File: src/rtl/spi_link_pkg.sv
// Shared types, header layout and TX word builder for the SPI link controller.
package spi_link_pkg;

  typedef enum logic {
    EMPTY  = 1'b0,
    LOADED = 1'b1
  } tx_state_e;

  localparam int HDR_W         = 8;
  localparam int HDR_VALID_BIT = 7;
  localparam int ID_LSB        = 0;
  localparam int ID_W          = 4;
  localparam int MAX_W         = 256;

  // Header byte sits at the top of a data_w-bit frame; payload is already zero-extended.
  function automatic logic [MAX_W-1:0] make_tx_word(input logic [ID_W-1:0]  id,
                                                    input logic [MAX_W-1:0] payload,
                                                    input int               data_w);
    logic [HDR_W-1:0] hdr;
    logic [MAX_W-1:0] hdr_ext;
    hdr                     = '0;
    hdr[HDR_VALID_BIT]      = 1'b1;
    hdr[ID_LSB +: ID_W]     = id;
    hdr_ext                 = MAX_W'(hdr);
    return (hdr_ext << (data_w - HDR_W)) | payload;
  endfunction

endpackage

File: src/rtl/spi_link_ctrl_arbiter.sv
// Round-robin arbiter: search starts at the pointer, pointer moves past the winner on advance.
module rr_arbiter #(
  parameter  int N  = 4,
  localparam int IW = (N > 1) ? $clog2(N) : 1
) (
  input  logic          clk,
  input  logic          rst_n,
  input  logic [N-1:0]  req_i,
  input  logic          advance_i,
  output logic [N-1:0]  grant_o,
  output logic [IW-1:0] idx_o,
  output logic          any_o
);

  logic [IW-1:0] ptr_q;
  logic [IW-1:0] cand;
  logic          found;

  // NOTE: every combinational output gets a default first so no path can infer a latch.
  always_comb begin
    grant_o = '0;
    idx_o   = '0;
    found   = 1'b0;
    cand    = '0;
    for (int i = 0; i < N; i++) begin
      cand = IW'((int'(ptr_q) + i) % N);
      if (!found && req_i[cand]) begin
        found          = 1'b1;
        idx_o          = cand;
        grant_o[cand]  = 1'b1;
      end
    end
    any_o = found;
  end

  // NOTE: sequential state uses non-blocking assignments; blocking ones here would race readers.
  always_ff @(posedge clk or negedge rst_n) begin
    if (!rst_n) begin
      ptr_q <= '0;
    end else if (advance_i && found) begin
      ptr_q <= (int'(idx_o) == N - 1) ? '0 : idx_o + IW'(1);
    end
  end

endmodule

File: src/rtl/spi_link_ctrl.sv
// System-clock side of the SPI slave link: frame detection, RX queue and arbitrated TX word.
module spi_link_ctrl
  import spi_link_pkg::*;
#(
  parameter int                DATA_W    = 64,
  parameter int                N_REQ     = 4,
  parameter int                RX_DEPTH  = 4,
  parameter logic [DATA_W-1:0] IDLE_WORD = '0
) (
  input  logic                          clk,
  input  logic                          rst_n,
  input  logic [DATA_W-1:0]             spi_data_in,
  input  logic                          spi_ready,
  input  logic                          spi_cs,
  output logic [DATA_W-1:0]             spi_data_out,
  input  logic [N_REQ-1:0]              req_valid,
  input  logic [N_REQ*(DATA_W-8)-1:0]   req_data,
  output logic [N_REQ-1:0]              req_ready,
  output logic                          rx_valid,
  output logic [DATA_W-1:0]             rx_data,
  input  logic                          rx_ready,
  output logic                          rx_overflow,
  input  logic                          ovf_clr,
  output logic [15:0]                   frame_cnt
);

  localparam int PAY_W = DATA_W - HDR_W;
  localparam int PTR_W = $clog2(RX_DEPTH);
  localparam int CNT_W = PTR_W + 1;
  localparam int ARB_W = (N_REQ > 1) ? $clog2(N_REQ) : 1;

  logic ready_s1_q, ready_s2_q, ready_s3_q;
  logic cs_s1_q, cs_s2_q;
  logic frame_evt;

  always_ff @(posedge clk or negedge rst_n) begin
    if (!rst_n) begin
      ready_s1_q <= 1'b0;
      ready_s2_q <= 1'b0;
      ready_s3_q <= 1'b0;
      cs_s1_q    <= 1'b1;
      cs_s2_q    <= 1'b1;
    end else begin
      ready_s1_q <= spi_ready;
      ready_s2_q <= ready_s1_q;
      ready_s3_q <= ready_s2_q;
      cs_s1_q    <= spi_cs;
      cs_s2_q    <= cs_s1_q;
    end
  end

  // The data bus is held stable by the shifter long after data_ready, so it is sampled unsynchronised.
  assign frame_evt = ready_s2_q & ~ready_s3_q;

  logic [DATA_W-1:0] rx_mem_q [RX_DEPTH];
  logic [PTR_W-1:0]  wr_ptr_q, rd_ptr_q;
  logic [CNT_W-1:0]  rx_cnt_q;
  logic              ovf_q;
  logic [15:0]       frame_cnt_q;
  logic              rx_full, rx_pop, rx_push, rx_drop;

  assign rx_full = (rx_cnt_q == CNT_W'(RX_DEPTH));
  assign rx_pop  = rx_valid & rx_ready;
  assign rx_push = frame_evt & (~rx_full | rx_pop);
  assign rx_drop = frame_evt & rx_full & ~rx_pop;

  always_ff @(posedge clk or negedge rst_n) begin
    if (!rst_n) begin
      wr_ptr_q    <= '0;
      rd_ptr_q    <= '0;
      rx_cnt_q    <= '0;
      ovf_q       <= 1'b0;
      frame_cnt_q <= '0;
    end else begin
      if (rx_push) wr_ptr_q <= wr_ptr_q + PTR_W'(1);
      if (rx_pop)  rd_ptr_q <= rd_ptr_q + PTR_W'(1);
      case ({rx_push, rx_pop})
        2'b10:   rx_cnt_q <= rx_cnt_q + CNT_W'(1);
        2'b01:   rx_cnt_q <= rx_cnt_q - CNT_W'(1);
        default: rx_cnt_q <= rx_cnt_q;
      endcase
      ovf_q <= rx_drop | (ovf_q & ~ovf_clr);
      if (frame_evt) frame_cnt_q <= frame_cnt_q + 16'd1;
    end
  end

  // NOTE: queue storage has no reset; rx_valid is derived from the reset count and masks stale entries.
  always_ff @(posedge clk) begin
    if (rx_push) rx_mem_q[wr_ptr_q] <= spi_data_in;
  end

  assign rx_valid    = (rx_cnt_q != '0);
  assign rx_data     = rx_mem_q[rd_ptr_q];
  assign rx_overflow = ovf_q;
  assign frame_cnt   = frame_cnt_q;

  tx_state_e         state_q;
  logic [DATA_W-1:0] data_out_q;
  logic [N_REQ-1:0]  req_ready_q;
  logic [N_REQ-1:0]  arb_grant;
  logic [ARB_W-1:0]  arb_idx;
  logic              arb_any, load_opp;
  logic [PAY_W-1:0]  pay_arr [N_REQ];
  logic [DATA_W-1:0] tx_word;

  for (genvar g = 0; g < N_REQ; g++) begin : g_pay
    assign pay_arr[g] = req_data[g*PAY_W +: PAY_W];
  end

  // While the bus is idle an empty slot may be filled at any time; otherwise only at frame boundaries.
  assign load_opp = (state_q == EMPTY) ? (frame_evt | cs_s2_q) : frame_evt;
  assign tx_word  = DATA_W'(make_tx_word(ID_W'(arb_idx), MAX_W'(pay_arr[arb_idx]), DATA_W));

  rr_arbiter #(.N(N_REQ)) u_arb (
    .clk       (clk),
    .rst_n     (rst_n),
    .req_i     (req_valid),
    .advance_i (load_opp),
    .grant_o   (arb_grant),
    .idx_o     (arb_idx),
    .any_o     (arb_any)
  );

  always_ff @(posedge clk or negedge rst_n) begin
    if (!rst_n) begin
      state_q     <= EMPTY;
      data_out_q  <= IDLE_WORD;
      req_ready_q <= '0;
    end else begin
      req_ready_q <= '0;
      if (load_opp) begin
        if (arb_any) begin
          data_out_q  <= tx_word;
          req_ready_q <= arb_grant;
          state_q     <= LOADED;
        end else begin
          case (state_q)
            LOADED: begin
              data_out_q <= IDLE_WORD;
              state_q    <= EMPTY;
            end
            default: state_q <= EMPTY;
          endcase
        end
      end
    end
  end

  assign spi_data_out = data_out_q;
  assign req_ready    = req_ready_q;

endmodule

File: config.mk
export PLATFORM = sky130hd
export DESIGN_NAME = spi_link_ctrl
export DESIGN_NICKNAME = d
export VERILOG_FILES = /design/src/rtl/spi_link_pkg.sv /design/src/rtl/spi_link_ctrl_arbiter.sv /design/src/rtl/spi_link_ctrl.sv
export SDC_FILE = /design/constraint.sdc
export NUM_CORES = 1
export LEC_CHECK = 0
export ABC_CLOCK_PERIOD_IN_PS = 3800
export BUFFER_PORTS_ARGS = -buffer_cell sky130_fd_sc_hd__buf_2
export CAP_MARGIN = 40
export CELL_PAD_IN_SITES_DETAIL_PLACEMENT = 0
export CELL_PAD_IN_SITES_GLOBAL_PLACEMENT = 2
export CORE_MARGIN = 10
export CORE_UTILIZATION = 32
export CTS_CLUSTER_SIZE = 25
export DETAILED_ROUTE_END_ITERATION = 10
export GPL_TIMING_DRIVEN = 0
export PLACE_DENSITY = 0.87
export REMOVE_ABC_BUFFERS = 1
export SLEW_MARGIN = 25
export SYNTH_ARGS = -nofsm -noshare
export SYNTH_HDL_FRONTEND = slang
export SYNTH_SLANG_ARGS = --single-unit
export TNS_END_PERCENT = 20
File: constraint.sdc
create_clock -name clk -period 3.8 [get_ports clk]
set_input_delay 1.14 -clock clk [delete_from_list [all_inputs] [get_ports clk]]
set_output_delay 1.14 -clock clk [all_outputs]
set_load 0.02 [all_outputs]
==> results of run 1 <==
## cell usage after synthesis, drive strengths merged (2+ instances only)
cell,number,share of area [%]
edfxtp,256,51
dfrtp,93,15
mux4,66,9.9
o21ai,65,2.2
a21oi,63,2.1
nand3,63,2.1
mux2,57,4.4
a221o,56,3.7
clkbuf,40,1.0
buf,36,1.3
nand2,24,0.60
nor2,19,0.49
xnor2,17,0.99
ha,13,1.1
inv,10,0.25
and3,6,0.25
a221oi,4,0.23
a22oi,4,0.20
or3,4,0.17
xor2,4,0.23
nand2b,3,0.12
nand4,3,0.12
nor2b,3,0.17
a21o,2,0.10
dfstp,2,0.35
mux2i,2,0.13
o21a,2,0.11
o22ai,2,0.083
o32a,2,0.13
or3b,2,0.12
## kinds of logic (layout without fill, tap and decap cells)
group,count (synthesis),in the layout
flops,351,351
compound gates,206,208
simple gates,133,133
mux,125,125
buf+inv,86,553
xor+xnor,21,21
fa+ha+maj,14,14
other cells,1,18
## critical path, stage by stage (launching register included)
cell,delay [ns]
dfrtp_4,0.51
inv_1,0.13
ha_2,0.45
mux4_2,0.69
o21a_4,0.32
buf_12,0.19
nor2_4,0.25
buf_12,0.23
mux2_2,0.40
a221o_1,0.30
## timing repair
item | 4_1_cts | 5_1_grt
hold endpoints to repair | 0 | 0
setup endpoints to repair | 59 | 56
gates cloned | 2 | 0
pin swaps | 1 | 0
resized for setup | 3 | 1
buffers inserted | 3 | 0
## per-layer routing
layer | up-vias | wire (um) | global-route usage [%]
met3 | 114 | 4730 | 6.54
met5 | - | 116 | 0
met2 | 512 | 26200 | 30.7
met1 | 5186 | 18800 | 20.1
met4 | 16 | 2460 | 8.55
li1 | 4650 | - | -
## sequential cells by signal, indices dropped and copies added (netlist names), 2 cells and up
name / count
spi_data_out: 59
u_arb.ptr_q: 2
rx_mem_q: 256
frame_cnt: 16
wr_ptr_q: 2
rd_ptr_q: 2
rx_cnt_q: 3
req_ready: 4
## power by group through the flow
| stage | logic, mW | clock network [mW] | registers (mW) |
|---|---|---|---|
| 5_1_grt | 7.59 | 4.15 | 5.31 |
| 2_1_floorplan | 3.69 | 0 | 5.75 |
| 3_5_place_dp | 7.08 | 0 | 5.32 |
| 4_1_cts | 7.24 | 3.98 | 5.24 |
| 3_3_place_gp | 6.33 | 0 | 5.60 |
| 6_report | 7.10 | 3.87 | 5.23 |
## stage by stage
stage	TNS (ns)	setup WS [ns]
6_report	0	0.147
3_5_place_dp	-37.94	-0.745
2_1_floorplan	-139.48	-1.67
3_3_place_gp	-675.73	-5.84
5_1_grt	0	0.00903
4_1_cts	0	0.00697
## final cells by class
cell class	count	area share [%]
diodes	13	0.164
clock buffers	46	5.20
clock inverters	26	1.50
inverters	10	0.189
multi-input cells	506	23.8
flip-flops and latches	351	50.7
well taps	607	3.82
repair buffers	471	14.6
## how the worst max path moves through the flow
stage,end,slack (ns),cells after the start,from
global route,spi_data_out[5],0.009,9,u_arb.ptr_q[1]
global placement,spi_data_out[16],-5.84,7,u_arb.ptr_q[0]
CTS,spi_data_out[5],0.007,9,u_arb.ptr_q[1]
finish,spi_data_out[5],0.15,9,u_arb.ptr_q[0]
floorplan,spi_data_out[0],-1.67,7,u_arb.ptr_q[0]
detailed placement,spi_data_out[5],-0.75,9,u_arb.ptr_q[0]
==> impl_metrics.json, run 1 <==
{
  "cts_tree": "done",
  "gp_congestion": 0.894,
  "wl_um": 52300,
  "whs_path_depth": 0,
  "clock_latency_ns": 0.54,
  "grt_max_degree": 57,
  "ios": 448,
  "reg2reg_slack_ns": 0.15,
  "numCtsBuffers": 39,
  "crit_required_ns": 4.22,
  "tightest_slew_ns": 0.765,
  "r2r-start": "u_arb.ptr_q[0]",
  "nets": 1691,
  "hpwlAfterDp_um": 38400,
  "clk_pin_slew_worst_paths_ns": 0.06,
  "n_fill_cell": 4210,
  "reg2reg_depth": 9,
  "die_h_um": 237,
  "p_sw_mw": 6.06,
  "port_buffers": 442,
  "reg2reg_to": "spi_data_out[5]",
  "wl_per_cell_um": 25.8,
  "grt_pass1_wl_um": 76500,
  "cts-root-buf": "clkbuf_16",
  "synth_xor_area_share_pct": 1.22,
  "fp.coreArea_um2": 46600,
  "drtIter0Drc": 580,
  "multi_input_area_um2": 4730,
  "dpl.cell_count": 1940,
  "async_flop_share_pct": 27.1,
  "final_cell_mix": "buf_2 (441), edfxtp_1 (256), dfrtp_1 (89)",
  "slew_headroom_pct": 48.8,
  "pwr-share-comb_pct": 43.8,
  "finalHoldViolCount": 0,
  "synthSimpleGateAreaFrac_pct": 4.43,
  "rows": 79,
  "holdWs_ns": 0.351,
  "placed_area_um2": 18500,
  "switching_share_pct": 37.4,
  "firstDrtPassIters": 4,
  "crit_type": "flip-flop to flip-flop",
  "synth_cell_types": 52,
  "crit_fanout": 47,
  "leakagePower_nw": 7.89,
  "regArea_um2": 10100,
  "min_period_ns": 3.65,
  "finalSetupViolCount": 0,
  "die_area_um2": 56100,
  "endpoint_kind": "flip-flop",
  "drc_errors": 0,
  "syn_to_final_growth_pct": 32.1,
  "min_path_type": "flip-flop to flip-flop",
  "cts_sinks": 351,
  "utilization_pct": 42.7,
  "vias": 10478,
  "syn_area_um2": 15100,
  "syn_area_per_cell_um2": 16.1,
  "p_int_mw": 10.1,
  "design_area_um2": 19900,
  "antenna_found_initial": 28,
  "grt_overflow": 0,
  "holdCritStartpoint": "ready_s1_q",
  "synth_cells": 937,
  "ant_nets": 0,
  "ys_ff_latch": 351,
  "maxCapViolCount": 0,
  "clk_path_buf_depth": 3,
  "grt_usage_pct": 18.2,
  "synth.area.mux_share_pct": 14.4,
  "ir_drop_uv": 523,
  "h-tree-depth": 2,
  "final_common_cell": "buf_2",
  "drive_gt1_share_pct": 48.7,
  "slew_viol_final": 0,
  "ys_seq_area_share_pct": 66.9,
  "grt_pass1_vias": 11125,
  "cts_hold_buffers": 0,
  "power_mw": 16.2,
  "skew_ns": 0.0146,
  "final_cells": 2030,
  "power_frac_seq_pct": 32.3,
  "vias_per_cell": 5.16,
  "fmax_ghz": 0.274,
  "p_per_area_nw_per_um2": 815,
  "start_kind": "flip-flop",
  "status": "complete, no violations",
  "rsz0062_at_grt": "false",
  "power_frac_clock_pct": 23.9,
  "synthAdderAreaFrac_pct": 1.21,
  "ys_warn_count": 0,
  "synth-compound-area-share_pct": 9.23,
  "period_share_pct": 96.1,
  "die_w_um": 237,
  "holdPathEnd": "ready_s2_q",
  "initial_core_util_pct": 32.3,
  "synth_top_family_by_area": "multiplexers",
  "synth_edf_count": 256,
  "crit_arrival_ns": 4.07,
  "synth-main-ff-cell": "edfxtp_1"
}
No activity file was read; power rests on OpenSTA's default activity.
==> inputs of run 2 (changes only) <==
Settings changed: CORE_UTILIZATION 32 to 33, CTS_BUF_LIST set to sky130_fd_sc_hd__clkbuf_8, GPL_TIMING_DRIVEN 0 to unset, PLACE_DENSITY 0.87 to 0.89.
==> run 2 against run 1 <==
- design area down 3.0%
- clock skew is 0.00098 ns lower
- hold slack gained 0.0051 ns
- clock power down 21%
- sequential share of layout area grew 1.5 points
- critical endpoint is now rx_data[27]
- power is 8.2% lower
- core utilization shrank 0.10 points
- first-iteration DRC count is 16% higher
==> impl_metrics.json, run 2 (same netlist as run 1, synthesis figures left out) <==
{
  "crit_required_ns": 2.66,
  "tightest_slew_ns": 0.641,
  "crit_type": "flip-flop to output pin",
  "power_mw": 14.9,
  "min_path_type": "flip-flop to flip-flop",
  "cts_sinks": 351,
  "numCtsBuffers": 57,
  "status": "complete, no violations",
  "post_cts_buffers": 0,
  "cts_hold_buffers": 0,
  "reg2reg_to": "spi_data_out[8]",
  "period_share_pct": 92.0,
  "finalHoldViolCount": 0,
  "cp.depth": 3,
  "port_buffers": 442,
  "leakagePower_nw": 7.74,
  "rsz0062_at_grt": "false",
  "reg2reg_slack_ns": 0.69,
  "critPathSlowestCell": "dfrtp_4",
  "cts_tree": "done",
  "vias": 10611,
  "nets": 1709,
  "cp_top_family": "flip-flops",
  "wl_per_cell_um": 24.5,
  "drive_gt1_share_pct": 47.9,
  "clock_latency_ns": 0.62,
  "maxCapViolCount": 0,
  "largest_reg_flops": 256,
  "ios": 448,
  "final_common_cell": "buf_2",
  "crit_arrival_ns": 2.36,
  "wl_um": 50700,
  "p_per_area_nw_per_um2": 770,
  "final_cells": 2067,
  "rows": 78,
  "largest_register": "rx_mem_q",
  "skew_ns": 0.0136,
  "firstDrtPassIters": 5,
  "dpl.cell_count": 1938,
  "start_kind": "flip-flop",
  "gp_congestion": 0.942,
  "whs_path_depth": 0,
  "fp.coreArea_um2": 45300,
  "antenna_found_initial": 35,
  "grt_usage_pct": 18.2,
  "finalSetupViolCount": 0,
  "min_period_ns": 3.50,
  "die_area_um2": 54600,
  "slew_headroom_pct": 57.1,
  "holdCritStartpoint": "cs_s1_q",
  "slew_viol_final": 0,
  "crit_start": "rd_ptr_q[0]",
  "grt_max_degree": 65,
  "die_w_um": 234,
  "endpoint_kind": "output pin",
  "reg2reg_depth": 9,
  "ir_drop_uv": 454,
  "cts-root-buf": "clkbuf_8",
  "r2r-start": "u_arb.ptr_q[0]",
  "holdPathEnd": "cs_s2_q",
  "die_h_um": 234,
  "clk_pin_slew_worst_paths_ns": 0.06,
  "worst-path-buf-inv": 2,
  "vias_per_cell": 5.13,
  "drtIter0Drc": 671,
  "hpwlAfterDp_um": 37300,
  "critPathMaxStageDelay_ns": 0.70,
  "initial_core_util_pct": 33.2,
  "drc_errors": 0,
  "ant_nets": 0,
  "final_cell_mix": "buf_2 (441), edfxtp_1 (256), dfrtp_1 (91)",
  "grt_pass1_wl_um": 74700,
  "grt_pass1_vias": 11474,
  "h-tree-depth": 2,
  "clk_path_buf_depth": 3,
  "syn_to_final_growth_pct": 28.2,
  "path_cells": "buf_4 > mux4_2 > buf_2",
  "cts_resized": 0,
  "fmax_ghz": 0.286,
  "crit_fanout": 21,
  "grt_overflow": 0
}
[run 2: cell types whose count changed in the layout (fill, tap and decap cells not counted), sizes merged]
cell | before | now
bufinv | 5 | 2
buf | 471 | 473
inv | 12 | 24
diode | 13 | 24
clkbuf | 46 | 58
clkinv | 13 | 29
o21a | 4 | 2
clkinvlp | 6 | 2
[run 2: area by class of cell]
| class | count | area [um^2] |
|---|---|---|
| Inverter | 10 | 37.5 |
| Sequential cell | 351 | 10100 |
| Fill cell | 4194 | 26000 |
| Antenna cell | 24 | 60.1 |
| Multi-Input combinational cell | 504 | 4680 |
| Timing Repair Buffer | 473 | 2620 |
| Tap cell | 600 | 751 |
| Clock inverter | 47 | 273 |
| Clock buffer | 58 | 798 |
[run 2: stage by stage]
| step | worst slack, ns | hold WS (ns) | setup TNS [ns] | cell area, um^2 | utilization [%] |
|---|---|---|---|---|---|
| after detailed placement | 0.182 | 0.343 | 0 | 18200 | 40.1 |
| after global routing | 0.105 | 0.365 | 0 | 19300 | 42.5 |
| after global placement | 0.220 | 0.336 | 0 | 18200 | 40.1 |
| after floorplan | -1.67 | 0.331 | -139.48 | 14700 | - |
| after CTS | 0.164 | 0.357 | 0 | 19200 | 42.5 |
| final | 0.303 | 0.356 | 0 | 19300 | 42.6 |
[run 2: routing by layer]
| layer | vias to the layer above | part of all wire [%] | GRT usage [%] | wire (um) |
|---|---|---|---|---|
| li1 | 4685 | - | - | - |
| met4 | 18 | 5.2 | 11.5 | 2610 |
| met2 | 484 | 49 | 28.5 | 24600 |
| met1 | 5312 | 36 | 20.4 | 18100 |
| met3 | 112 | 10 | 7.49 | 5280 |
| met5 | - | 0.24 | 0 | 122 |
[run 2: how the worst max path moves through the flow]
stage	endpoint	slack, ns
2_1_floorplan	spi_data_out[0]	-1.67
3_3_place_gp	spi_data_out[8]	0.22
3_5_place_dp	spi_data_out[8]	0.18
4_1_cts	rx_data[60]	0.16
5_1_grt	rx_data[60]	0.11
6_report	rx_data[27]	0.30
[run 2: report_power, final]
| group | internal, mW | switching, mW | total [mW] |
|---|---|---|---|
| clock | 1.57 | 1.49 | 3.06 |
| combinational | 2.72 | 3.85 | 6.57 |
| sequential | 4.80 | 0.440 | 5.24 |
